--- src/rtl/alu_op_sequencer.sv ---
// alu_op_sequencer: takes one A/B/op command from the host and loads it into a
// strobe-loaded ALU top over a shared data bus (A, then B, then op). It waits
// one settle cycle, captures the ALU response and holds it until the host
// takes it. A saturating counter tracks how many transactions have completed.
module alu_op_sequencer #(
    parameter int NB_DATA = 8,
    parameter int NB_OP   = 6
) (
    input  logic               i_clk,
    input  logic               i_rst,
    input  logic               i_valid,
    output logic               o_ready,
    input  logic [NB_DATA-1:0] i_a,
    input  logic [NB_DATA-1:0] i_b,
    input  logic [NB_OP-1:0]   i_op,
    output logic [NB_DATA-1:0] o_data,
    output logic               o_en_A,
    output logic               o_en_B,
    output logic               o_en_OP,
    input  logic [NB_DATA-1:0] i_result,
    input  logic               i_zero,
    input  logic               i_overflow,
    output logic [NB_DATA-1:0] o_result,
    output logic               o_zero,
    output logic               o_overflow,
    output logic               o_res_valid,
    input  logic               i_res_ready,
    output logic [15:0]        o_txn_count
);

    typedef enum logic [2:0] {
        IDLE, LOAD_A, LOAD_B, LOAD_OP, SETTLE, RESP
    } state_t;

    state_t             state, state_nxt;
    logic [NB_DATA-1:0] a_q, b_q;
    logic [NB_OP-1:0]   op_q;
    logic [15:0]        txn_cnt;

    // state register
    always_ff @(posedge i_clk) begin
        if (!i_rst) state <= IDLE;
        else        state <= state_nxt;
    end

    // next-state: one cycle per load/settle step, IDLE and RESP wait on handshakes
    always_comb begin
        state_nxt = state;
        case (state)
            IDLE:    if (i_valid) state_nxt = LOAD_A;
            LOAD_A:  state_nxt = LOAD_B;
            LOAD_B:  state_nxt = LOAD_OP;
            LOAD_OP: state_nxt = SETTLE;
            SETTLE:  state_nxt = RESP;
            RESP:    if (i_res_ready) state_nxt = IDLE;
            default: state_nxt = IDLE;
        endcase
    end

    // outputs decoded from state: bus and strobes are zero outside the load steps
    always_comb begin
        o_ready     = 1'b0;
        o_data      = '0;
        o_en_A      = 1'b0;
        o_en_B      = 1'b0;
        o_en_OP     = 1'b0;
        o_res_valid = 1'b0;
        case (state)
            IDLE:    o_ready = 1'b1;
            LOAD_A:  begin o_data = a_q; o_en_A = 1'b1; end
            LOAD_B:  begin o_data = b_q; o_en_B = 1'b1; end
            LOAD_OP: begin o_data = {{(NB_DATA-NB_OP){1'b0}}, op_q}; o_en_OP = 1'b1; end
            RESP:    o_res_valid = 1'b1;
            default: ;
        endcase
    end

    // latch the command only on acceptance, so later input changes are ignored
    always_ff @(posedge i_clk) begin
        if (!i_rst) begin
            a_q  <= '0;
            b_q  <= '0;
            op_q <= '0;
        end else if (state == IDLE && i_valid) begin
            a_q  <= i_a;
            b_q  <= i_b;
            op_q <= i_op;
        end
    end

    // capture the ALU response on the edge that leaves SETTLE, then hold it
    always_ff @(posedge i_clk) begin
        if (!i_rst) begin
            o_result   <= '0;
            o_zero     <= 1'b0;
            o_overflow <= 1'b0;
        end else if (state == SETTLE) begin
            o_result   <= i_result;
            o_zero     <= i_zero;
            o_overflow <= i_overflow;
        end
    end

    // count consumed responses, sticking at all-ones
    always_ff @(posedge i_clk) begin
        if (!i_rst)
            txn_cnt <= '0;
        else if (state == RESP && i_res_ready && txn_cnt != 16'hFFFF)
            txn_cnt <= txn_cnt + 16'd1;
    end

    assign o_txn_count = txn_cnt;

endmodule

--- config.mk ---
export PLATFORM = sky130hd
export DESIGN_NAME = alu_op_sequencer
export DESIGN_NICKNAME = d
export VERILOG_FILES = /design/src/rtl/alu_op_sequencer.sv
export SDC_FILE = /design/constraint.sdc
export NUM_CORES = 1
export LEC_CHECK = 0
export ABC_AREA = 1
export CAP_MARGIN = 20
export CORE_ASPECT_RATIO = 0.7
export CORE_MARGIN = 1.5
export CORE_UTILIZATION = 45
export DETAILED_ROUTE_END_ITERATION = 8
export PLACE_DENSITY = 0.87
export SYNTH_ARGS = -nofsm -noshare
export SYNTH_HDL_FRONTEND = slang
export SYNTH_SLANG_ARGS = --single-unit
--- constraint.sdc ---
create_clock -name i_clk -period 1.7 [get_ports i_clk]
set_input_delay 0.425 -clock i_clk [delete_from_list [all_inputs] [get_ports i_clk]]
set_output_delay 0.425 -clock i_clk [all_outputs]
set_load 0.005 [all_outputs]
==> flow_results.org <==
** Status
- Failing checks :: negative setup slack
- The flow ran to the end, but the final reports show violations.

** Yosys
- Count of cell types in the netlist :: 27
- Average cell area after synthesis :: 6.89 um^2
- Summing the areas of all compound-gate instances in the mapped netlist gives 16.6% of the synthesized area.
- Total nets after synthesis :: 383
- Post-synthesis share of cell area spent on full adders, half adders and majority gates :: 0.525%
- Of the post-synthesis cell area, the part taken by muxes is 0%.
- Count of yosys warnings during synthesis :: 0
- After Yosys synthesis, and, or, nand and nor cells account for 30.6% of the synthesized area.
- Total standard cell area after synthesis :: 0.00238 mm^2
- The synthesized design contains 51 register bits.
- By area, the combinational part of the netlist is dominated by simple AND/OR/NAND/NOR gates.
- The share of the Yosys chip area taken by registers is 42.8%.
- Post-Syn Instances :: 346
- After Yosys synthesis, XOR and XNOR cells account for 0% of the synthesized area.

** Placed design
- At the placement stage, the worst setup path has a slack of -0.274 ns.
- The HPWL after detailed placement is 4.83 mm.
- Input and output buffers added on the ports amount to 74.
- Placer Congestion :: 0.913
- Cells after DPL :: 500
- The placed instances occupy a cell area of 0.00334 mm^2.

** Clock tree
- TritonCTS built the clock tree.
- Clock tree synthesis inserted a total of 5 buffers.
- CTS Buffer Depth :: 2
- The number of hold buffers added after CTS was 0.
- In this run the number of H-tree levels came out at 2.
- Clock-pin slew was measured on the worst setup and hold paths at 0.09 ns.
- The tree is rooted in a clkbuf_8.
- Clock latency at the later pin of the worst-skew pair :: 0.30 ns
- Number of sinks on the clock net :: 51

** Worst setup path
- On the critical path, the stage with the largest delay is an instance of dfxtp_4.
- Traced cell by cell, the critical path runs through inv_4 > nor3_4 > inv_2 > buf_6 > o221ai_2 > buf_2.
- STA classifies the critical path startpoint as a flop.
- Data required time of the critical path :: 1.27 ns
- Worst EP arrival :: 1.49 ns
- Along the worst path, the maximum fanout reaches 4.
- In this run the register-to-register setup slack is 0.07 ns.
- Count of cells along the worst register-to-register path :: 10
- The worst setup path is captured at a primary output.
- The startpoint identified for the worst register-to-register timing path is state[0].
- Largest stage delay, worst path :: 0.39 ns
- R2R Path End :: o_txn_count[15]
- The critical path is of the reg -> out type.

** Route
- For this run, design rule violations remaining after detail routing come to 0.
- Wirelength per Cell :: 14.4 um
- Dividing the detail-routed via count by the number of cells gives 5.21.
- Number of DRC markers in iteration 0 :: 272
- Remaining number of nets flagged by the antenna check after routing :: 0
- For this run, the detailed router's first-pass iteration total came to 5.
- For this block, the via count after detailed routing is 2719.
- Final WL :: 7.50 mm

** Power
- Summed over all cells, the static leakage comes to 0.00149 uW.
- Part of the total power dissipated in sequential elements :: 46.4%
- In this run the power spent charging and discharging nets is 917 uW.
- Switching part of the total power :: 30.8%
- Clock network power share :: 23.0%
- Portion of total power attributed to combinational logic :: 30.6%
- In this run the power density over the cells is 813 mW/mm^2.
- IR drop worst, VDD :: 0.000522 V
- Int Power :: 2060 uW

** Finish
- The finished layout holds 522 standard cells, fillers aside.
- Diodes inserted :: 0
- Most frequent cells in the layout :: nor2_1, clkdlybuf4s50_1, nand2_1
- In the final layout, the multi-input gates occupy 0.00125 mm^2.
- Non-Filler Cell Area, Final :: 0.00366 mm^2
- Area used by sequential logic in the layout :: 0.00105 mm^2
- For this run, the post-layout net count is 489.
- Of the cells placed in the final design, the portion with a size suffix greater than 1 is 23.8%.
- Area Growth Syn to Fin :: 53.6%
- After filler insertion, the fill cell instance count of the layout stands at 389.
- Most common cell after layout, fill and taps aside :: nor2_1

** GRT
- The first global-routing pass estimated 11.8 mm of wire.
- Global routing consumed, over all layers together, 25.6% of the routing resources.
- Via count of the first global-routing pass :: 2527
- Antenna violations before repair :: 0
- Congestion Overflow GR :: 0
- Pin count of the biggest net entering global routing :: 39

** Floorplanning
- Number of top-level design ports :: 75
- Core ar. :: 0.00494 mm^2
- The die is 63.9 um tall.
- Area of the die :: 0.00575 mm^2
- Die width :: 90.0 um
- For this configuration, the core starts out at a cell density of 48.3%.
- In this run the core area contains 21 standard-cell rows.

** Min path
- Hold Path Sink :: op_q[5]
- The worst hold path was traced through 2 stages.
- The path class of the tightest hold or removal check is reg -> reg.
- Beginning of the worst hold path :: op_q[5]

** STA
- Setup repair after global routing missed its margin :: yes
- Measured against its own limit, the worst slew margin works out to 75.2%.
- For the finished layout, the period the worst path requires is 1.92 ns.
- Final setup skew :: 0.00332 ns
- Final setup violation count :: 9
- Max-slew violations :: 0
- Across all setup checks in the final design, the least slack found is -0.219 ns.
- Final count of hold timing violations :: 0
- Highest clock frequency the design can meet :: 521 MHz
- At the pin with the least slew margin, the transition time is 0.370 ns.
- After routing, the total negative slack on setup checks comes to -1.53 ns.
- The worst path uses 113% of the clock period.

** Job
- Max-cap violations in this run came to 0.
[routing by layer]
layer	global-route usage (%)	wire, um	vias to the layer above
met5	0	0	-
met4	9.72	187	0
met3	5.48	566	25
met2	41.9	3380	123
met1	33.5	3370	1239
li1	-	-	1332
[power by group through the flow]
stage / Combinational [uW] / Sequential [uW] / Clock [uW]
finish: 911 / 1380 / 687
global route: 987 / 1390 / 763
CTS: 851 / 1380 / 701
detailed placement: 711 / 1390 / 0
global placement: 696 / 1380 / 0
floorplan: 351 / 1380 / 0
[sequential cells by signal, indices dropped and copies added (netlist names)]
name and count:
o_result 8, op_q 6, b_q 8, o_zero 1, state 3, o_overflow 1, a_q 8, o_txn_count 16
[worst max-delay path, delay by kind of cell (launching register included)]
family / cells / cell delay (ns)
AO/OA/AOI/OAI: 1 / 0.12
buffers and inverters: 4 / 0.45
AND/OR/NAND/NOR: 1 / 0.23
flip-flops: 1 / 0.39
[logic make-up after synthesis]
kind of cell | after synthesis
AOI/OAI and AO/OA | 73
adders and majority gates | 1
buffers and inverters | 51
DFF | 51
and+or+nand+nor | 170
[worst max-delay path by stage]
stage,start,endpoint,slack (ns),cells after the start
2_1_floorplan,state[2],o_data[2],0.18,4
3_3_place_gp,state[1],o_data[2],-0.20,3
3_5_place_dp,state[0],o_data[5],-0.27,5
4_1_cts,state[1],o_data[0],-0.15,7
5_1_grt,state[0],o_data[1],-0.28,6
6_report,state[0],o_data[1],-0.22,6
[stage by stage]
step	hold WS (ns)	power [uW]	utilization, %
after global placement	0.437	2080	67.6
after global routing	0.489	3140	74.1
final	0.468	2980	74.1
after floorplan	0.429	1730	-
after detailed placement	0.444	2100	67.6
after CTS	0.460	2930	72.6
[repair_timing]
action,4_1_cts,5_1_grt
hold endpoints to repair,0,0
pin swaps,6,4
resized for setup,87,25
setup endpoints to repair,27,36
buffers inserted,11,5
[synth_stat cells, drive strengths merged]
library cell | n | area share, %
a21oi | 33 | 6.9
a31oi | 2 | 0.52
buf | 9 | 2.8
clkbuf | 5 | 0.79
dfxtp | 51 | 43
ha | 1 | 0.52
inv | 37 | 5.8
nand2 | 64 | 10
nand3 | 23 | 5.0
nand3b | 1 | 0.32
nand4 | 3 | 1.0
nor2 | 73 | 12
nor3 | 6 | 1.9
o21ai | 29 | 6.1
o221ai | 6 | 2.2
o22ai | 2 | 0.52
o31ai | 1 | 0.32
[cell type report]
cell class | instances | area share (%)
well taps | 69 | 2.36
clock inverters | 2 | 0.342
flip-flops and latches | 51 | 28.7
repair buffers | 113 | 28.5
multi-input cells | 244 | 34.1
clock buffers | 6 | 1.98
inverters | 37 | 4.13
Note: power is estimated with default switching activity, not from simulation.
